[config.mk]
export PLATFORM = sky130hd
export DESIGN_NAME = led_pwm_bank
export DESIGN_NICKNAME = d
export VERILOG_FILES = /design/src/rtl/led_pwm_bank.sv
export SDC_FILE = /design/constraint.sdc
export NUM_CORES = 1
export LEC_CHECK = 0
export ABC_AREA = 0
export CORE_MARGIN = 2
export CORE_UTILIZATION = 35
export DETAILED_ROUTE_END_ITERATION = 12
export PLACE_DENSITY_LB_ADDON = 0.08
export SETUP_SLACK_MARGIN = 0.5
export SLEW_MARGIN = 20
export SYNTH_ARGS = -nofsm -noshare
export SYNTH_HDL_FRONTEND = slang
export SYNTH_SLANG_ARGS = --single-unit
[constraint.sdc]
create_clock -name CLK -period 7.76 [get_ports CLK]
set_input_delay 1.94 -clock CLK [delete_from_list [all_inputs] [get_ports CLK]]
set_output_delay 1.94 -clock CLK [all_outputs]
set_load 0.01 [all_outputs]
[src/rtl/led_pwm_bank.sv]
// Multi-channel LED PWM stage: per-channel duty scaled by a global brightness,
// double-buffered so new settings only take effect at PWM period boundaries.
module led_pwm_bank #(
  parameter int CHANNELS = 8,
  parameter int PRESCALE = 16
) (
  input  logic                  CLK,
  input  logic                  RST,
  input  logic [8*CHANNELS-1:0] duty,
  input  logic [7:0]            brightness,
  input  logic                  duty_valid,
  output logic [CHANNELS-1:0]   pwm_out,
  output logic                  period_start,
  output logic                  load_done
);

  localparam logic [15:0] PS_LAST    = 16'(PRESCALE - 1);
  localparam logic [7:0]  PHASE_LAST = 8'd254;

  logic [15:0]                 prescaler;
  logic [7:0]                  phase;
  logic                        tick;
  logic                        boundary;
  logic [8*CHANNELS-1:0]       pend_duty;
  logic [7:0]                  pend_bright;
  logic                        pend_flag;
  logic [CHANNELS-1:0][7:0]    eff;
  logic [CHANNELS-1:0][7:0]    scaled;

  assign tick     = (prescaler == PS_LAST);
  assign boundary = tick && (phase == PHASE_LAST);

  always_ff @(posedge CLK or posedge RST) begin
    if (RST) begin
      prescaler <= '0;
      phase     <= '0;
    end else if (tick) begin
      prescaler <= '0;
      phase     <= (phase == PHASE_LAST) ? 8'd0 : phase + 8'd1;
    end else begin
      prescaler <= prescaler + 16'd1;
    end
  end

  // A strobe in the boundary cycle refills the buffer and keeps the flag set,
  // while the transfer below still consumes the previous contents.
  always_ff @(posedge CLK or posedge RST) begin
    if (RST) begin
      pend_duty   <= '0;
      pend_bright <= '0;
      pend_flag   <= 1'b0;
    end else if (duty_valid) begin
      pend_duty   <= duty;
      pend_bright <= brightness;
      pend_flag   <= 1'b1;
    end else if (boundary) begin
      pend_flag   <= 1'b0;
    end
  end

  always_comb begin
    logic [16:0] prod;
    scaled = '0;
    for (int i = 0; i < CHANNELS; i++) begin
      prod      = 17'(pend_duty[8*i +: 8]) * 17'({1'b0, pend_bright} + 9'd1);
      scaled[i] = 8'(prod >> 8);
    end
  end

  always_ff @(posedge CLK or posedge RST) begin
    if (RST) begin
      eff          <= '0;
      load_done    <= 1'b0;
      period_start <= 1'b0;
    end else begin
      period_start <= boundary;
      load_done    <= boundary && pend_flag;
      if (boundary && pend_flag) begin
        eff <= scaled;
      end
    end
  end

  always_ff @(posedge CLK or posedge RST) begin
    if (RST) begin
      pwm_out <= '0;
    end else begin
      for (int i = 0; i < CHANNELS; i++) begin
        pwm_out[i] <= (phase < eff[i]);
      end
    end
  end

endmodule

# Word-level counts from Yosys, hierarchy flattened
# Index checks and enable logic that the tools add are counted.
totals:
  ff_bits: 171
  in_bits: 75
  out_inout_bits: 10
  elab_cells: 44
op_classes:
  add_sub_neg: 3
  mul: 8
  order_cmp: 8
  n_eq_ne: 2
  mux: 4
  reduce_logical: 3
op_table:
  columns: ["cell", "count"]
  rows:
  - ["8-bit by 17-bit multiplier with 16-bit output", 7]
  - ["8-bit less-than comparator", 8]
  - ["16-bit by 1-bit adder with 16-bit output, second input constant", 1]
  - ["16-bit by 4-bit == test with 1-bit output, second input constant", 1]
  - ["8-bit by 9-bit multiplier with 16-bit output", 1]
  - ["16-bit 2-to-1 mux", 1]
  - ["8-bit by 1-bit adder with 9-bit output, second input constant", 1]
  - ["8-bit by 1-bit adder with 8-bit output, second input constant", 1]
  - ["8-bit == test, second input constant", 1]
  - ["8-bit 2-to-1 mux", 1]
  - ["1-bit logical AND", 2]
  - ["1-bit 2-to-1 mux", 2]
  - ["2-bit nonzero test", 1]

# Logic depth before layout (Yosys ltp)
depth:
  ltp_word: 4
  mapped_depth: 22
  ltp_nobuf: 19

# Least setup slack after synthesis
# No wires, ideal clock.
synth_path:
  path_type: "register -> register"
  startpoint: "register pend_bright[0]"
  endpoint: "register eff[62] (netlist name)"
  setup_time_ps: 137
  arrival_ps: 5199
  t_required_ps: 7623
  slack_ps: 2424
  path_stages_with_launch: 20
  path_buffers: 2
  synth_period_minus_slack_ps: 5336
  path_cell_list: "dfrtp_1 > buf_2 > nand2_1 > nor2_1 > xor2_1 > clkbuf_1 > nand2_1 > fa_1 > fa_1 > inv_1 > fa_1 > fa_1 > ha_1 > a21oi_1 > o221ai_1 > o21bai_1 > a221o_1 > a21o_1 > a2111oi_2 > a211oi_1"
synth_via:
  elab_chain_len: 2
synth_lines:
  columns: ["item", "line", "rtl"]
  rows:
  - ["from (decl)", "25", "logic [7:0] pend_bright;"]
  - ["from (signal assigned)", "54", "pend_bright <= brightness;"]
  - ["8-bit by 1-bit adder with 9-bit output", "65", "prod = 17'(pend_duty[8*i +: 8]) * 17'({1'b0, pend_bright} + 9'd1);"]
  - ["8-bit by 9-bit multiplier with 16-bit output", "65", null]
  - ["to (signal assigned)", "79", "eff <= scaled;"]
  - ["to (decl)", "27", "logic [CHANNELS-1:0][7:0] eff;"]
# Every way passes these cells.
# A chain may end at the register's enable or synchronous reset.

# Final worst setup path
# Same ends and word-level chain as after synthesis.

==> summary.md <==
| Metric | Value |
|---|---|
| Status | completed |
| Starting Density | 35.5% |
| Total CTS buffers | 17 |
| Leak | 13.2 nW |
| Setup-failing EPs final | 0 |
| DP Area | roughly 0.026 mm2 |
| Vias | roughly 17000 |
| Initial antenna violation count | 3 |
| Clock Tree Buf Depth | 2 |
| RSZ-0062 raised after global routing | false |
| CP arrival | between 6 and 7 ns |
| Net count, final | 3342 |
| Cells after synthesis | around 2600 |
| Worst Setup Path Type | reg -> reg |
| # rows | between 90 and 100 |
| Final min period | ~6.3 ns |
| H-tree Lvls | 4 |
| Final Hold Vio Count | 0 |
| TritonRoute pass-1 iters | 5 |
| Placed insts | approximately 3500 |
| Commonest cells post-synth | 471 x inv_1, 390 x and2_1, 320 x fa_1 |
| Post-cts resize count | 0 |
| Setup crit end kind | register |
| RePlAce Congestion | slightly below 0.8 |
| Wire per inst | roughly 17 um |
| I/O Pins | 85 |
| Worst EP required | about 8.1 ns |
| Syn nets | 3315 |
| Tcrit/Tclk final | slightly above 80% |
| Share of cells above drive strength 1 | approximately 5.7% |
| GRT Residual Overflow | 0 |
| Cell taking the most area after synthesis | fa_1 |
| Synth warnings | 0 |
| Post-synth EDFFs | 0 |
| Fin Setup TNS | 0 ns |
| Worst-path clk slew | around 0.07 ns |
| Post-CTS Setup Bufs | 0 |
| Initial DRC Count | roughly 730 |
| Final WL | just over 60 mm |
| Die area | about 0.072 mm2 |
| Clk_lat worst skew | about 0.5 ns |
| Post-Layout Cell Count | between 3000 and 4000 |
| Core ar. | 0.0688 mm2 |
| Global-route wire length before repair | between 100 and 150 mm |
| Area Overhead vs Synth | 10.2% |
| Mapped Avg Cell Area | ~9.4 um2 |
| Root Buffer | clkbuf_16 |
| Achievable Freq | 0.158 GHz |
| Ys async rst share | 100% |
| Count leader, synth | inv_1 |
| Fin Clk Skew | between 0.01 and 0.015 ns |
| Total track usage | between 10% and 20% |
| Clk sinks | between 150 and 200 |
| Drt drc | 0 |
| CTS tree | built |
| Die height | 268 um |
| Ys flop type | dfrtp_1 |
| Synth top area cells | fa_1 26%, dfrtp_1 18%, ha_1 16%, and2_1 10%, inv_1 7.2% |
| Core Util, Final | around 39% |
| Worst Tran Pin Value | just over 1 ns |
| Reg power frac | between 10 and 15% |
| Peak VDD IR | between 0.15 and 0.2 mV |
| Antenna-violating nets left | 0 |
| Crit path launch type | register |
| Sw frac | around half |
| Post-synth top area share | a little over a quarter |
| Largest net degree at the start of global routing | 83 |
| CP Max Fanout | 26 |
| Internal power | 4.14 mW |
| Final HPWL DP | between 40 and 50 mm |
| IO Port Bufs | between 80 and 90 |
| Vias/cell | ~4.8 |
| Post-synthesis sequential area ratio | 17.5% |
| Netlist cell types | 54 |
| Comb pwr share | ~76% |
| Final Max Slew Viols | 0 |
| Relative slew slack | 31.9% |
| Clk pwr share | between 10% and 20% |
| Post-Syn Area | 0.0244 mm2 |
| # Max-Cap Violations | 0 |
| Final instance area | 0.0269 mm2 |
| Vias in the first global route | roughly 18000 |
| Die width | between 200 and 300 um |
| NetSw | 4.04 mW |
| Ant diodes | 0 |
| Worst hold path type | reg -> reg |
| Yosys reg bits | 171 |
| Post-CTS Hold Buffers | 0 |
| PwrDens | just over 300 mW/mm2 |
[area by class of cell]
cell class              instances  area [um2]
fillers                      6928       41900
multi-input cells            1860       18100
flip-flops and latches        171        4280
inverters                     474        1790
well taps                     931        1160
repair buffers                107        1020
clock buffers                  21         450
clock inverters                11         135
[per-layer routing]
metal / global-route usage, % / part of all wire, % / up-vias
met3: 2.23 / 2.8 / 42
met2: 29.7 / 46 / 211
met5: 0 / 0 / -
met1: 25.9 / 49 / 8592
met4: 5.07 / 1.7 / 0
li1: - / - / 8157
[per-stage QoR]
stage	hold slack, ns	setup slack (ns)	power (mW)
4_1_cts	0.488	1.37	8.36
3_3_place_gp	0.462	1.55	7.23
5_1_grt	0.510	1.02	9.33
2_1_floorplan	0.447	1.19	5.88
3_5_place_dp	0.475	1.39	7.32
6_report	0.485	1.45	8.18
[power groups by stage]
stage	combinational (mW)	clock [mW]	sequential (mW)
after floorplan	4.90	0	0.980
after global placement	6.16	0	1.07
after detailed placement	6.25	0	1.07
after CTS	6.33	0.983	1.05
after global routing	7.26	1.01	1.06
final	6.19	0.934	1.05
[sequential cells by signal, indices dropped and copies added (netlist names)]
register,count
pend_duty,64
load_done,1
phase,8
period_start,1
eff,64
pwm_out,8
pend_flag,1
prescaler,16
pend_bright,8
[critical path, stage by stage (launching register included)]
cell and delay (ns):
dfrtp_2 0.61, nand2_1 0.10, nor2_1 0.32, and3_1 0.30, xor2_4 0.57, buf_4 0.41, and2_1 0.20, fa_1 0.44
fa_1 0.51, fa_1 0.49, inv_1 0.05, fa_1 0.47, inv_1 0.04, ha_1 0.30, and3_1 0.19, a221o_1 0.41
a21o_1 0.24, a2111oi_2 0.38, a211oi_1 0.10
[final timing paths]
check,from,to,slack [ns],cells past startpoint
max,pend_bright[0],eff[62],1.45,18
min,eff[11],eff[11],0.49,2
max reg2reg,pend_bright[0],eff[62],1.45,18
min reg2reg,eff[11],eff[11],0.49,2
max in group asynchronous,RST,phase[7],4.49,3
min in group asynchronous,RST,pwm_out[5],1.89,2
[cells by family after synthesis]
kind of cell | after synthesis | share of synthesized area [%]
fa+ha+maj | 636 | 42.4
flops | 171 | 17.5
compound gates | 212 | 5.51
xor+xnor | 110 | 3.94
buf+inv | 573 | 8.85
mux | 72 | 3.32
simple gates | 830 | 18.5
[placed cells by master (no fill, tap or decap), types with 19 or more instances in the layout]
master           Yosys  layout
ha_1               316     315
clkdlybuf4s50_1      0      83
nand2_1            209     208
o21ai_1             62      62
mux2_2              72      72
nand3_1             33      33
xnor2_1             78      76
a21o_1              23      23
dfrtp_1            171     170
nor2b_1             61      61
inv_1              471     470
a21oi_1             49      49
and2_1             390     390
and3_1              20      19
nor3_1              31      31
o21ai_0             23      23
fa_1               320     320
xor2_1              32      28
nor2_1              40      40
buf_4                0      23
(Power assumes the default switching activity.)
==> variant, RTL diff (same settings) <==
Register the inputs `duty`, `brightness` and `duty_valid` before use, cleared by the reset. The logic sees them one clock later.
--- a/src/rtl/led_pwm_bank.sv
+++ b/src/rtl/led_pwm_bank.sv
@@ -16,6 +16,22 @@
 
   localparam logic [15:0] PS_LAST    = 16'(PRESCALE - 1);
   localparam logic [7:0]  PHASE_LAST = 8'd254;
+
+  logic [8*CHANNELS-1:0] duty_q;
+  logic [7:0] brightness_q;
+  logic duty_valid_q;
+
+  always_ff @(posedge CLK or posedge RST) begin
+    if (RST) begin
+      duty_q       <= '0;
+      brightness_q <= '0;
+      duty_valid_q <= '0;
+    end else begin
+      duty_q       <= duty;
+      brightness_q <= brightness;
+      duty_valid_q <= duty_valid;
+    end
+  end
 
   logic [15:0]                 prescaler;
   logic [7:0]                  phase;
@@ -49,9 +65,9 @@
       pend_duty   <= '0;
       pend_bright <= '0;
       pend_flag   <= 1'b0;
-    end else if (duty_valid) begin
-      pend_duty   <= duty;
-      pend_bright <= brightness;
+    end else if (duty_valid_q) begin
+      pend_duty   <= duty_q;
+      pend_bright <= brightness_q;
       pend_flag   <= 1'b1;
     end else if (boundary) begin
       pend_flag   <= 1'b0;
Formal check against the unedited RTL: same outputs for any inputs over 10 cycles, from zero or initial values and one cycle with RST high; that may be too few to reach the edited logic, so the function may still have changed.
==> variant against the unedited design <==
- wire length is 0.63% higher
- setup slack improved by 0.0024 ns
- total power up 16%
- sequential cell count grew 73
- die area rose by 8.0%
- worst hold slack lost 0.024 ns
- area after synthesis increased by 8.1%
- combinational power increased by 4.5%
- clock skew grew 0.0013 ns
- final area up 9.6%
- critical endpoint is now eff[23]
- largest cell class unchanged
- highest routed layer unchanged
==> variant: results (changes against the unedited design) <==
Run status
  • Outcome: completed

Clock network
  • Cts bufs inserted: 31 (+14)
  • Clk buf depth: 3 (+1)

Routing
  • Routed WL: 62000 µm (+0.63%)
  • WL per Instance: 16.6 µm (-3.7%)
  • Via Count: 17500 (+3.2%)
  • First DRT Iteration DRCs: 659 (-10%)

Timing
  • Relative slew slack: 22.7% (-9.2 points)
  • Clk_skew: 0.0132 ns (+0.00132 ns)

Finish
  • Non-clock buffer count: 113 (+5.6%)
  • Non-clock inverters: 480 (+1.3%)
  • Sequential cell area: 6110 µm² (+43%)
  • Ant. Diodes: 1 (+1)
  • Fraction of area in multi-input gates: 61.8% (-5.4 points)
  • Non-clk buf share: 3.64% (-0.16 points)
  • Final Cell Area: 29500 µm² (+9.6%)
  • Leading registers by flop count: duty_q: 64 flops, eff: 64 flops, pend_duty: 64 flops

Placed design
  • Placed Cells: 3678 (+3.8%)
  • Final HPWL DP: 47200 µm (+3.6%)
  • Post-Place Worst Slack: 1.37 ns (-0.0151 ns)

Logic synthesis
  • Mapped Nets: 3406 (+2.7%)
  • Synth Instances: 2695 (+3.5%)

Critical path
  • Worst-path fanout max: 30 (+15%)
  • Worst Path Arrival: 6.75 ns (+0.10 ns)

Pwr
  • Leak: 14.5 nW (+9.7%)

GRT
  • Largest net degree at the start of global routing: 89 (+7.2%)
  • First-pass GRT wire length: 104000 µm (+1.9%)
  • Vias in the first global route: 19300 (+5.4%)
variant: cell count changes in the layout (fill, tap and decap cells not counted), moves of 9 or more:
cell and delta:
nor2_1 -14, nand2_1 +10, dfrtp_1 +72, o21ai_1 -59, clkbuf_16 +14, inv_1 +9
o21ai_0 +72, a21o_1 +15
variant: routing by layer:
layer / vias up / global-route usage, % / wire length [µm] / part of all wire (%)
li1: 8508 / - / - / -
met1: 8774 / 23.5 / 30700 / 49
met2: 195 / 27.7 / 28600 / 46
met3: 64 / 1.71 / 1670 / 2.7
met4: 0 / 3.57 / 1080 / 1.7
met5: - / 0 / 0 / 0
variant: logic make-up after synthesis:
group	after synthesis	share of synthesized area, %
AND/OR/NAND/NOR	802	16.5
adder cells (fa/ha/maj)	636	39.2
buffers and inverters	579	8.31
AO/OA/AOI/OAI	251	6.12
flip-flops	244	23.1
XOR/XNOR	111	3.68
multiplexers	72	3.07
variant: power groups by stage:
stage | Clock (W) | Sequential (W) | Combinational [W]
after floorplan | 0 | 0.00139 | 0.00501
after global placement | 0 | 0.00148 | 0.00642
after detailed placement | 0 | 0.00148 | 0.00652
after CTS | 0.00160 | 0.00145 | 0.00659
after global routing | 0.00166 | 0.00146 | 0.00755
final | 0.00154 | 0.00145 | 0.00647
variant: worst min-delay path by stage:
stage                   end      start  cells after the start  slack (ns)
6_report       pend_duty[0]  duty_q[0]                      2        0.46
5_1_grt        pend_duty[0]  duty_q[0]                      2        0.47
4_1_cts        pend_duty[0]  duty_q[0]                      2        0.46
3_5_place_dp   pend_duty[0]  duty_q[0]                      2        0.45
3_3_place_gp   pend_duty[0]  duty_q[0]                      2        0.45
2_1_floorplan  pend_duty[0]  duty_q[0]                      2        0.43
